### src/rtl/branch_commit_queue_pkg.sv
// branch_commit_queue_pkg: commit entry type and default sizes shared by the commit queue.
// Supplies fallback COMMIT_ID_WIDTH / N_INSTR_BRANCHES when core.vh has not defined them.
`ifndef COMMIT_ID_WIDTH
`define COMMIT_ID_WIDTH 8
`endif
`ifndef N_INSTR_BRANCHES
`define N_INSTR_BRANCHES 4
`endif
package branch_commit_queue_pkg;
    localparam int DATA_WIDTH = 16;
    localparam int N_BLOCKS = 256;
    localparam int COMMIT_QUEUE_DEPTH = 4;
    typedef struct packed {
        logic [$clog2(N_BLOCKS)-1:0] block;
        logic [2*DATA_WIDTH-1:0]     result;
        logic [3:0]                  dest;
        logic [`COMMIT_ID_WIDTH-1:0] commit_id;
        logic                        commit_flag;
    } commit_entry_t;
endpackage

### src/rtl/branch_commit_queue_mem.sv
// branch_commit_queue_mem: depth x width register array, one write port, one async read port.
module branch_commit_queue_mem
    import branch_commit_queue_pkg::*;
#(
    parameter int depth = COMMIT_QUEUE_DEPTH,
    parameter int width = $bits(commit_entry_t)
) (
    input  logic                     clk,
    input  logic                     reset_n,
    input  logic                     we,
    input  logic [$clog2(depth)-1:0] waddr,
    input  logic [width-1:0]         wdata,
    input  logic [$clog2(depth)-1:0] raddr,
    output logic [width-1:0]         rdata
);
    logic [width-1:0] mem [depth];
    always_ff @(posedge clk or negedge reset_n)
        if (!reset_n)
            for (int i = 0; i < depth; i++) mem[i] <= '0;
        else if (we)
            mem[waddr] <= wdata;
    assign rdata = mem[raddr];
endmodule

### src/rtl/branch_commit_queue.sv
// branch_commit_queue: per-branch FIFO of finished results feeding the commit stage.
// Define BRANCH_COMMIT_QUEUE_BYPASS_EN to forward a push straight to out_* when empty.
`ifndef COMMIT_ID_WIDTH
`define COMMIT_ID_WIDTH 8
`endif
module branch_commit_queue
    import branch_commit_queue_pkg::*;
#(
    parameter int data_width = DATA_WIDTH,
    parameter int n_blocks   = N_BLOCKS,
    parameter int depth      = COMMIT_QUEUE_DEPTH
) (
    input  logic                          clk,
    input  logic                          reset_n,
    input  logic                          flush,
    input  logic                          in_valid,
    output logic                          in_ready,
    input  logic [$clog2(n_blocks)-1:0]   in_block,
    input  logic [2*data_width-1:0]       in_result,
    input  logic [3:0]                    in_dest,
    input  logic [`COMMIT_ID_WIDTH-1:0]   in_commit_id,
    input  logic                          in_commit_flag,
    output logic                          out_valid,
    input  logic                          out_ready,
    output logic [$clog2(n_blocks)-1:0]   out_block,
    output logic [2*data_width-1:0]       out_result,
    output logic [3:0]                    out_dest,
    output logic [`COMMIT_ID_WIDTH-1:0]   out_commit_id,
    output logic                          out_commit_flag,
    output logic [$clog2(depth):0]        level,
    output logic                          overflow
);
    localparam int bw = $clog2(n_blocks);
    localparam int aw = $clog2(depth);
    localparam int lw = aw + 1;
    localparam int ew = bw + 2*data_width + 4 + `COMMIT_ID_WIDTH + 1;
    localparam logic [lw-1:0] full = lw'(depth);
    logic [aw-1:0] wr_ptr, rd_ptr;
    logic [lw-1:0] level_nx;
    logic live, valid_q, push, byp, wr, rd;
    logic [ew-1:0] wdata, rdata, head;
    // live keeps in_ready low until the first edge after reset release
    assign in_ready = live && level != full;
    assign push = in_valid && in_ready;
`ifdef BRANCH_COMMIT_QUEUE_BYPASS_EN
    assign byp = push && level == '0;
`else
    assign byp = 1'b0;
`endif
    assign out_valid = valid_q || byp;
    assign wr = push && !(byp && out_ready) && !flush;
    assign rd = valid_q && out_ready && !flush;
    assign level_nx = flush ? '0 : level + lw'(wr) - lw'(rd);
    assign wdata = {in_block, in_result, in_dest, in_commit_id, in_commit_flag};
    assign head = byp ? wdata : rdata;
    assign {out_block, out_result, out_dest, out_commit_id, out_commit_flag} = head;
    branch_commit_queue_mem #(.depth(depth), .width(ew)) u_mem (
        .clk(clk), .reset_n(reset_n), .we(wr), .waddr(wr_ptr), .wdata(wdata),
        .raddr(rd_ptr), .rdata(rdata)
    );
    always_ff @(posedge clk or negedge reset_n)
        if (!reset_n) begin
            wr_ptr   <= '0;
            rd_ptr   <= '0;
            level    <= '0;
            valid_q  <= 1'b0;
            overflow <= 1'b0;
            live     <= 1'b0;
        end else begin
            live     <= 1'b1;
            level    <= level_nx;
            valid_q  <= level_nx != '0;
            wr_ptr   <= flush ? '0 : wr_ptr + aw'(wr);
            rd_ptr   <= flush ? '0 : rd_ptr + aw'(rd);
            overflow <= !flush && (overflow || (wr && level == full));
        end
endmodule

### config.mk
export PLATFORM = sky130hd
export DESIGN_NAME = branch_commit_queue
export DESIGN_NICKNAME = d
export VERILOG_FILES = /design/src/rtl/branch_commit_queue_pkg.sv /design/src/rtl/branch_commit_queue_mem.sv /design/src/rtl/branch_commit_queue.sv
export SDC_FILE = /design/constraint.sdc
export NUM_CORES = 1
export LEC_CHECK = 0
export CORE_ASPECT_RATIO = 1.4
export CORE_UTILIZATION = 45
export DETAILED_ROUTE_END_ITERATION = 10
export PLACE_DENSITY = 0.67
export SYNTH_ARGS = -nofsm -noshare
export SYNTH_HDL_FRONTEND = slang
export SYNTH_SLANG_ARGS = --single-unit
### constraint.sdc
create_clock -name clk -period 6.45 [get_ports clk]
set_input_delay 1.6125 -clock clk [delete_from_list [all_inputs] [get_ports clk]]
set_output_delay 1.6125 -clock clk [all_outputs]
set_load 0.02 [all_outputs]
==> summary.md <==
| Metric | Value |
|---|---|
| Share of cells above drive strength 1 | 45.6% |
| TritonCTS buffer count | 23 |
| Final WS setup | 1790 ps |
| Worst slew pin tran | 1030 ps |
| GPL Wtd Cong | 0.757 |
| Post-Synthesis Cells | 553 |
| Detailed-route wire length per cell | 20.4 µm |
| Post-cts sizing count | 0 |
| Worst-skew pair later-pin latency | 500 ps |
| Fmax | 215 MHz |
| CTS Hold Buffers Added | 0 |
| Hold Path Class | register to register |
| Fin nets | 733 |
| MaxCap Viol Count | 0 |
| Detailed Place HPWL | 12,600 µm |
| Synth unique cells | 27 |
| Critical path required time | 4840 ps |
| Max Transition Viols Final | 0 |
| GRT Overall Usage | 18.7% |
| Post-route setup TNS | 0 ps |
| Clock slew at the register clock pins of the worst setup and hold paths | 60 ps |
| Register-to-register path setup slack | 3690 ps |
| Die area | 22,700 µm² |
| Depth of the CTS H-tree | 1 |
| Total power | 0.00465 W |
| I/O Pins | 117 |
| Post-DRT Antenna Nets | 0 |
| Largest cells by area after synthesis | dfrtp_1, mux2_2, mux4_2, mux2_4, buf_6 |
| Worst clock skew | 8.58 ps |
| Outcome | completed |
| Area growth, synth to finish | 20.9% |
| Yosys warnings | 0 |
| Row cnt | 63 |
| DRT Pass-1 Iters | 4 |
| Via-to-Cell Ratio | 5.33 |
| Static leakage | 5.53 nW |
| Fin crit period | 4660 ps |
| Critical Path Fanout Max | 47 |
| Largest net degree at the start of global routing | 119 |
| Routed wire length | 20,000 µm |
| Root buffer cell | clkbuf_16 |
| Die width | 128 µm |
| Unrepaired setup endpoints after global routing | no |
| Most common cell after layout, fill and taps aside | dfrtp_1 |
| Starting Density | 46.3% |
| Global-route track usage on met3 | 3.23% |
| Core region area | 21,400 µm² |
| PwrDens | 387 nW/µm² |
| Most Used Layer, Global Route | met2 |
| Postcts setup bufs | 0 |
| Seq cells post-synth | 222 |
| Largest area contributor in the netlist | dfrtp_1 |
| Final hold violation count | 0 |
| Crit. End Element | output port |
| Period utilization | 72.3% |
| Share of the synthesized area in the top cell type | 55.9% |
| Avg Inst Size Synth | 18.0 µm² |
| Number of diodes | 0 |
| Worst Setup Start Kind | register |
| Iteration-0 DRC Markers | 236 |
| Worst vdd ir | 0.244 mV |
| Slew HR | 31.4% |
| Port Buffer Count | 116 |
| Dpl ws | 2080 ps |
| Syn Nets | 616 |
| Initial antenna violation count | 0 |
| Bufs on Longest Clock Path | 3 |
| Routing usage on met1 | 22.3% |
| WP data arrival | 3050 ps |
| Sequential-to-total area share from yosys stat | 55.9% |
| Final Setup Violations | 0 |
| GR Layer Usage met2 | 34.7% |
| DR vias | 5,213 |
| Grt ovf | 0 |
| CTS Sinks | 222 |
| Vias in the first global route | 6,128 |
| Mapped Area | 9930 µm² |
| Die height | 178 µm |
| Most frequent cells in the layout | dfrtp_1, mux2_2, clkdlybuf4s50_1 |
| First-pass GRT wire length | 32,700 µm |
| CTS tree | yes |
| Post-route DRC | 0 |
| Crit path kind | register to output port |
## layer usage
metal | share of wire [%] | vias to the layer above
li1 | - | 2278
met1 | 40 | 2821
met2 | 54 | 90
met3 | 4.0 | 24
met4 | 1.8 | 0
met5 | 0 | -
## area by class of cell
cell class	count	area (µm²)
Fill cell	1762	9430
Clock inverter	6	55.1
Multi-Input combinational cell	294	4070
Tap cell	292	365
Timing Repair Buffer	126	1270
Sequential cell	222	5560
Clock buffer	35	691
Inverter	3	11.3
## power by group
part           internal [W]  total [W]  switching (W)  leakage, nW
registers           0.00171    0.00191       0.000199         2.93
clock network      0.000775    0.00130       0.000521        0.373
logic              0.000883    0.00145       0.000564         2.23
## worst max-delay path, stage by stage, from the launching register on
cell and delay [ps]:
dfrtp_4 1090, buf_4 360, mux4_2 530, clkdlybuf4s50_1 560
## worst paths after layout
check                      cells after the start                    endpoint                        from
min                                            1  u_mem.mem[146]$_DFFE_PN0P_  u_mem.mem[146]$_DFFE_PN0P_
max in group asynchronous                      2         rd_ptr[0]$_DFF_PN0_                     reset_n
max reg2reg                                    4  u_mem.mem[159]$_DFFE_PN0P_          level[1]$_DFF_PN0_
max                                            3                out_block[7]         rd_ptr[0]$_DFF_PN0_
min reg2reg                                    1  u_mem.mem[146]$_DFFE_PN0P_  u_mem.mem[146]$_DFFE_PN0P_
min in group asynchronous                      1   u_mem.mem[69]$_DFFE_PN0P_                     reset_n
## per-stage QoR
step / utilization (%) / area, µm² / std cells / hold slack [ps]
2_1_floorplan: - / 9930 / 553 / 453
6_report: 56.0 / 12000 / 978 / 486
5_1_grt: 56.0 / 12000 / 978 / 512
3_5_place_dp: 52.6 / 11300 / 937 / 475
4_1_cts: 56.0 / 12000 / 978 / 489
3_3_place_gp: 52.6 / 11300 / 937 / 463
## Yosys cell counts, drive strengths merged
cell type / n
nor2: 5
mux2: 212
clkbuf: 6
nand3b: 1
ha: 4
buf: 28
nor2b: 1
mux4: 53
xnor3: 1
nor3: 1
or2: 1
xnor2: 2
fa: 1
nand2: 2
or4: 1
and2b: 4
dfrtp: 222
nor3b: 1
conb: 1
or3: 1
inv: 3
nor4b: 2
## flip-flops by register name (all words and copies together), names as in the netlist
| register | flops |
|---|---|
| live | 1 |
| overflow | 1 |
| out_valid | 1 |
| u_mem.mem | 212 |
| wr_ptr | 2 |
| rd_ptr | 2 |
| level | 3 |
## kinds of logic after synthesis
family | after synthesis | synth area share, %
and+or+nand+nor | 20 | 1.74
muxes | 265 | 37.9
xor gates and xnor gates | 3 | 0.403
DFF | 222 | 55.9
other | 1 | 0.0378
adders and majority gates | 5 | 0.705
buffers and inverters | 37 | 3.25
Note: power is estimated with default switching activity, not from simulation.
